**src/rtl/seg7_value_formatter_if.sv**
```systemverilog
// Sample-in / display-word-out bundle between the value formatter and its neighbours.
// The producer side drives samples and the formatter side drives the display word.
interface seg7_value_formatter_if;
    logic [15:0] sample_in;
    logic        sample_valid;
    logic        ready;
    logic [15:0] bits;
    logic        done;
    logic        over;

    modport master (
        output sample_in, sample_valid,
        input  ready, bits, done, over
    );

    modport slave (
        input  sample_in, sample_valid,
        output ready, bits, done, over
    );
endinterface

```
**src/rtl/seg7_value_formatter.sv**
```systemverilog
// Converts a signed hundredths sample into the "S X.YZ" nibble word for the 7-seg driver,
// saturating at +/-9.99 and holding each displayed value for HOLD_CYCLES clocks.
module seg7_value_formatter #(
    parameter int HOLD_CYCLES = 5_000_000,
    parameter int HOLD_W      = 23
) (
    input  logic                   clk,
    input  logic                   rst,
    seg7_value_formatter_if.slave  io_fmt
);
    typedef enum logic [2:0] {S_IDLE, S_SAT, S_SHIFT, S_DONE, S_HOLD} state_t;

    localparam logic [HOLD_W-1:0] HOLD_LAST =
        (HOLD_CYCLES > 0) ? HOLD_W'(HOLD_CYCLES - 1) : '0;

    state_t            r_state, w_state_next;
    logic [15:0]       r_sample;
    logic              r_neg;
    logic              r_sat;
    logic [9:0]        r_mag;
    logic [11:0]       r_bcd;
    logic [3:0]        r_iter;
    logic [HOLD_W-1:0] r_hold;
    logic [15:0]       r_bits;
    logic              r_over;
    logic              r_done;

    logic [16:0]       w_mag17;
    logic              w_sat;
    logic [9:0]        w_mag10;
    logic [11:0]       w_bcd_adj;
    logic [21:0]       w_shift;

    // 17-bit magnitude so -32768 does not wrap back to itself
    assign w_mag17 = r_sample[15] ? (17'd0 - {r_sample[15], r_sample}) : {1'b0, r_sample};
    assign w_sat   = (w_mag17 > 17'd999);
    assign w_mag10 = w_sat ? 10'd999 : w_mag17[9:0];

    always_comb begin
        w_bcd_adj = r_bcd;
        for (int k = 0; k < 3; k++) begin
            if (r_bcd[4*k +: 4] >= 4'd5)
                w_bcd_adj[4*k +: 4] = r_bcd[4*k +: 4] + 4'd3;
        end
    end

    assign w_shift = {w_bcd_adj, r_mag} << 1;

    always_ff @(posedge clk or posedge rst) begin
        if (rst) r_state <= S_IDLE;
        else     r_state <= w_state_next;
    end

    always_comb begin
        w_state_next = r_state;
        case (r_state)
            S_IDLE:  if (io_fmt.sample_valid) w_state_next = S_SAT;
            S_SAT:   w_state_next = S_SHIFT;
            S_SHIFT: if (r_iter == 4'd9) w_state_next = S_DONE;
            S_DONE:  w_state_next = (HOLD_CYCLES > 0) ? S_HOLD : S_IDLE;
            S_HOLD:  if (r_hold == HOLD_LAST) w_state_next = S_IDLE;
            default: w_state_next = S_IDLE;
        endcase
    end

    always_ff @(posedge clk or posedge rst) begin
        if (rst) begin
            r_sample <= '0;
            r_neg    <= 1'b0;
            r_sat    <= 1'b0;
            r_mag    <= '0;
            r_bcd    <= '0;
            r_iter   <= '0;
            r_hold   <= '0;
            r_bits   <= 16'hA000;
            r_over   <= 1'b0;
            r_done   <= 1'b0;
        end else begin
            r_done <= (r_state == S_DONE);
            case (r_state)
                S_IDLE: begin
                    if (io_fmt.sample_valid) r_sample <= io_fmt.sample_in;
                end
                S_SAT: begin
                    // negative zero cannot occur in two's complement, so the sign bit suffices
                    r_neg  <= r_sample[15];
                    r_sat  <= w_sat;
                    r_mag  <= w_mag10;
                    r_bcd  <= '0;
                    r_iter <= '0;
                end
                S_SHIFT: begin
                    r_bcd  <= w_shift[21:10];
                    r_mag  <= w_shift[9:0];
                    r_iter <= r_iter + 4'd1;
                end
                S_DONE: begin
                    r_bits <= {(r_neg ? 4'hB : 4'hA), r_bcd};
                    r_over <= r_sat;
                end
                S_HOLD: begin
                    if (r_hold == HOLD_LAST) r_hold <= '0;
                    else                     r_hold <= r_hold + 1'b1;
                end
                default: ;
            endcase
        end
    end

    assign io_fmt.ready = (r_state == S_IDLE);
    assign io_fmt.bits  = r_bits;
    assign io_fmt.done  = r_done;
    assign io_fmt.over  = r_over;
endmodule
```
**src/flat_wrapper.sv**
```systemverilog
// flat-port wrapper written by rule: the top's interface ports become plain ports
module seg7_value_formatter_flat 
#(
    parameter int HOLD_CYCLES = 5_000_000,
    parameter int HOLD_W      = 23
)
  (clk, rst, io_fmt_sample_in, io_fmt_sample_valid, io_fmt_ready, io_fmt_bits, io_fmt_done, io_fmt_over);
  seg7_value_formatter_if io_fmt_i ();
  input  logic clk;
  input  logic rst;
  input wire logic [$bits(io_fmt_i.sample_in)-1:0] io_fmt_sample_in;
  input wire logic [$bits(io_fmt_i.sample_valid)-1:0] io_fmt_sample_valid;
  output wire logic [$bits(io_fmt_i.ready)-1:0] io_fmt_ready;
  output wire logic [$bits(io_fmt_i.bits)-1:0] io_fmt_bits;
  output wire logic [$bits(io_fmt_i.done)-1:0] io_fmt_done;
  output wire logic [$bits(io_fmt_i.over)-1:0] io_fmt_over;
  assign io_fmt_i.sample_in = io_fmt_sample_in;
  assign io_fmt_i.sample_valid = io_fmt_sample_valid;
  assign io_fmt_ready = io_fmt_i.ready;
  assign io_fmt_bits = io_fmt_i.bits;
  assign io_fmt_done = io_fmt_i.done;
  assign io_fmt_over = io_fmt_i.over;
  seg7_value_formatter #(.HOLD_CYCLES(HOLD_CYCLES), .HOLD_W(HOLD_W)) u_core (.clk(clk), .rst(rst), .io_fmt(io_fmt_i));
endmodule
```
**config.mk**
```make
export PLATFORM = sky130hd
export DESIGN_NAME = seg7_value_formatter_flat
export DESIGN_NICKNAME = d
export VERILOG_FILES = /design/src/rtl/seg7_value_formatter_if.sv /design/src/rtl/seg7_value_formatter.sv /design/src/flat_wrapper.sv
export SDC_FILE = /design/constraint.sdc
export NUM_CORES = 1
export LEC_CHECK = 0
export BUFFER_PORTS_ARGS = -buffer_cell sky130_fd_sc_hd__buf_2
export CORE_ASPECT_RATIO = 0.8
export CORE_UTILIZATION = 60
export CTS_CLUSTER_SIZE = 16
export DETAILED_ROUTE_END_ITERATION = 10
export PLACE_DENSITY = 0.85
export SYNTH_ARGS = -nofsm -noshare
export SYNTH_HDL_FRONTEND = slang
export SYNTH_SLANG_ARGS = --single-unit
```
**constraint.sdc**
```tcl
create_clock -name clk -period 3.15 [get_ports clk]
set_input_delay 0.4725 -clock clk [delete_from_list [all_inputs] [get_ports clk]]
set_output_delay 0.4725 -clock clk [all_outputs]
set_load 0.1 [all_outputs]
```
**After elaboration in Yosys (flattened, before gate mapping)**

Cells that the tools add are included.

- Flip-flop bits (word level): 88
- Input bits: 19
- Output and inout port bits: 19

- $add $sub $neg: 6
- Magnitude comparators: 4
- Equal/unequal tests: 9
- Mux-type cells: 14
- Reductions and logical operators: 4

Operator list:

| cell | count |
|---|---|
| case mux 12 bit (2 select lines) | 1 |
| adder 23 x 1 -> 23 bit, second input constant | 1 |
| equality test 23 bit, second input constant | 1 |
| 2-to-1 mux 23 bit | 1 |
| case mux 10 bit (2 select lines) | 1 |
| > comparator 17 x 10 -> 1 bit, second input constant | 1 |
| 2-to-1 mux 17 bit | 1 |
| subtractor 1 x 16 -> 17 bit, first input constant | 1 |
| case mux 3 bit (5 select lines) | 1 |
| >= comparator 4 x 3 -> 1 bit, second input constant | 3 |
| 2-to-1 mux 3 bit | 4 |
| 2-to-1 mux 10 bit | 1 |
| adder 4 x 2 -> 4 bit, second input constant | 2 |
| 2-to-1 mux 4 bit | 2 |
| case mux 4 bit (2 select lines) | 1 |
| equality test 3 x 2 -> 1 bit, second input constant | 2 |
| adder 4 x 1 -> 4 bit, second input constant | 1 |
| equality test 4 bit, second input constant | 1 |
| inequality test 2 x 1 -> 1 bit, second input constant | 2 |
| adder 3 x 2 -> 3 bit, second input constant | 1 |
| equality test 3 x 1 -> 1 bit, second input constant | 1 |
| equality test 3 bit, second input constant | 1 |
| logical NOT 3 bit | 1 |
| AND reduction 3 bit | 1 |
| other kinds (4) | 4 |

**Longest topological paths before layout**

- Depth after elaboration: 5
- Mapped depth: 9

**Least setup slack after synthesis**

OpenSTA, ideal clock, no wires.

- Path type: register to output
- Start point: reg u_core.r_state[1]
- End point: out io_fmt_ready
- Data arrival time: 2.604 ns
- Setup slack: 0.073 ns
- Stages on the path, launching flop included: 3
- Buffers on the path: 1
- Cell sequence: dfrtp_1 -> clkbuf_1 -> nor3_1

- Cells in the longest elaborated chain, start to end: 1

RTL lines:

| item | RTL line | source |
|---|---|---|
| start, declared | seg7_value_formatter.sv:16 | `state_t r_state, w_state_next;` |
| start signal, assigned | seg7_value_formatter.sv:51 | `else r_state <= w_state_next;` |
| logical NOT 3 bit | seg7_value_formatter.sv:110 | `assign io_fmt.ready = (r_state == S_IDLE);` |
| end, declared | flat_wrapper.sv:13 | `output wire logic [$bits(io_fmt_i.ready)-1:0] io_fmt_ready;` |

No other way between the ends.

**Worst setup path after layout**

- Start point: reg u_core.r_sample[1]
- End point: reg u_core.r_mag[4]

- Cells in the longest elaborated chain, start to end: 5

RTL lines:

| item | RTL line | source |
|---|---|---|
| start, declared | seg7_value_formatter.sv:17 | `logic [15:0] r_sample;` |
| start signal, assigned | seg7_value_formatter.sv:82 | `if (io_fmt.sample_valid) r_sample <= io_fmt.sample_in;` |
| subtractor 1 x 16 -> 17 bit | seg7_value_formatter.sv:35 | `assign w_mag17 = r_sample[15] ? (17'd0 - {r_sample[15], r_sample}) : {1'b0, r_sample};` |
| 2-to-1 mux 17 bit (*) | seg7_value_formatter.sv:35 |  |
| > comparator 17 x 10 -> 1 bit | seg7_value_formatter.sv:36 | `assign w_sat = (w_mag17 > 17'd999);` |
| 2-to-1 mux 10 bit (*) | seg7_value_formatter.sv:37 | `assign w_mag10 = w_sat ? 10'd999 : w_mag17[9:0];` |
| case mux 10 bit (2 select lines) (*) | seg7_value_formatter.sv:80 | `case (r_state)` |
| end signal, assigned | seg7_value_formatter.sv:88 | `r_mag <= w_mag10;` |
| end signal, assigned | seg7_value_formatter.sv:94 | `r_mag <= w_shift[9:0];` |
| end, declared | seg7_value_formatter.sv:20 | `logic [9:0] r_mag;` |

Mark *: on every way between the ends. The rest lies on a longest branch, timed or not.
A chain may end at the register's enable or synchronous reset.

==> metrics.txt <==
unrepaired setup endpoints after global routing=false; Mapped Area=0.00435 mm2; Setup CP Type=reg2reg; hold_ws=0.195 ns; Initial Util=62.5%; Die ar.=0.00760 mm2; Non-Filler Instances=564; CTS buffer count=9; Final min period=2.80 ns; DP Wirelength=6010 um; fin. max-slew vios=0; Cells after Synth=443; Setup WS post-layout=0.353 ns; Post-synth top cells=dfrtp_1 (85), nand2_1 (68), o21ai_0 (36), nor2_1 (23), clkbuf_1 (19); Crit. End Element=flop; post-route ant nets=0; # H-tree levels=3; register bit count reported by yosys=85; dpl cells=549; largest area contributor in the netlist=dfrtp_1; final hold violation count=0; vias in the first global route=3320; Highest Clock Rate=358 MHz; clk sink count=85; Yosys cell types=61; Leakage=2.20 nW; Routability Congestion=0.881; first-pass GRT wire length=15700 um; worst min path class=in2async; asr flop ratio synth=100%; Post-CTS Setup Repair Bufs=0; gr usage total=25.5%; root buf cell=clkbuf_8; max_slew headroom=47.8%; Rows=27; first drt pass iteration count=5; top cells by area, synth=dfrtp_1 (49%), nand2_1 (5.9%), o21ai_0 (4.1%), mux2_2 (3.4%), xnor2_1 (3.2%); IO buf count=34; Nets=502; maximum number of pins on one net before global-route repair=86; fin crit share=88.8%; initial DRC count=230; Post-synth EDFFs=0; setup tns final=0 ns; worst vdd ir=0.572 mV; PD cells=978 mW/mm2; Slew @ Worst Pin=0.777 ns; Overflow after GRT=0; Crit Path Max Fanout=6; maxcap violations=0; startpoint types=flop; Clock Tree Buf Depth=2; Final Setup Violations=0; outcome=completed; clock slew at reported path FFs=0.08 ns; CP max stage delay=0.52 ns; Critical Path RT=3.39 ns; most frequent cell after synthesis=dfrtp_1; Die Span X=97.2 um; ys flop type=dfrtp_1; worst slack, placed=0.375 ns; Die Span Y=78.2 um; Vias/cell=6.04; part of the Yosys area used for sequential elements=48.9%; Boundary Pins=38; Syn Area/Cell=9.82 um2; CTS Hold Bufs=0; DRC=0; crit path DAT=3.04 ns; Ys Warns=0; slowest CP cell=or4_1; area delta synth->final=11.7%; vias post-DR=3405; Final Skew=0.00922 ns; CTS resizes=0; Routed WL=8900 um; cells along the critical path=inv_1 -> ha_1 -> or4b_4 -> o41ai_1 -> xor2_1 -> or4_1 -> nor3b_4 -> a31o_1; CTS tree=built; antenna violations before repair=0; Worst-Skew Late Latency=0.35 ns; Routed wire per std cell=15.8 um; ratio of cells with drive above 1 in the final layout=16.8%; core area=0.00696 mm2; Yosys top cell area share=48.9%; number of diodes=0
## cells in the final DEF, fill, tap and decap left out, drive strengths merged, types with 12 or more instances in the layout
cell / synthesis / layout
buf: 5 / 42
inv: 13 / 12
mux2: 13 / 13
dfrtp: 85 / 85
o21ai: 40 / 40
xnor2: 16 / 16
nand2: 68 / 68
nor2: 23 / 23
## cells by family after synthesis
| group | synth area share [%] |
|---|---|
| buffers and inverters | 3.74 |
| and+or+nand+nor | 20.4 |
| other | 0.173 |
| xor gates and xnor gates | 5.23 |
| DFF | 48.9 |
| AOI/OAI and AO/OA | 14.2 |
| muxes | 4.51 |
| adders and majority gates | 2.88 |
## power breakdown
group          leakage (nW)  switching [mW]  internal [mW]
combinational         0.962            1.25          0.680
sequential             1.11           0.407           1.41
clock                 0.130           0.381          0.625
## path summary, 6_finish.rpt
kind	from	end	slack, ns	cells past startpoint
hold / removal	rst	u_core.r_hold[17]	0.20	3
max in group asynchronous	rst	u_core.io_fmt.bits[8]	2.60	3
hold reg to reg	u_core.r_hold[9]	u_core.r_hold[9]	0.48	1
setup reg to reg	u_core.r_sample[1]	u_core.r_mag[4]	0.35	8
setup / recovery	u_core.r_sample[1]	u_core.r_mag[4]	0.35	8
min in group clk	io_fmt_sample_in[0]	u_core.r_sample[0]	0.33	3
## state kept, by name (all words and copies together) (netlist names)
signal / cells
u_core.r_sat: 1
u_core.r_hold: 23
u_core.r_neg: 1
u_core.io_fmt.done: 1
u_core.r_bcd: 12
u_core.r_mag: 10
u_core.io_fmt.bits: 13
u_core.io_fmt.over: 1
u_core.r_state: 3
u_core.r_iter: 4
u_core.r_sample: 16
## worst max-delay path: cells and delay by family, from the launching register on
family | cells | cell delay, ns
fa+ha+maj | 1 | 0.25
xor+xnor | 1 | 0.13
flops | 1 | 0.43
simple gates | 3 | 1.22
buf+inv | 1 | 0.12
compound gates | 2 | 0.54
## area by class of cell
class | instances | area (um2)
flip-flops and latches | 85 | 2130
fillers | 541 | 2100
multi-input cells | 321 | 2070
repair buffers | 42 | 243
clock buffers | 11 | 141
clock inverters | 4 | 120
well taps | 87 | 109
inverters | 14 | 53.8
## stage by stage
stage,cell area (um2),power (mW),util (%)
final,4860,4.75,69.8
after global routing,4860,5.05,69.8
after CTS,4860,4.76,69.8
after detailed placement,4600,3.75,66.1
after global placement,4600,3.67,66.1
after floorplan,4360,3.33,-
## routing by layer
metal	vias up	routed length [um]	GRT usage [%]
li1	1636	-	-
met1	1663	4110	35.0
met2	89	4180	40.8
met3	17	448	5.61
met4	0	160	8.53
met5	-	0	0
No activity file was read; power rests on OpenSTA's default activity.
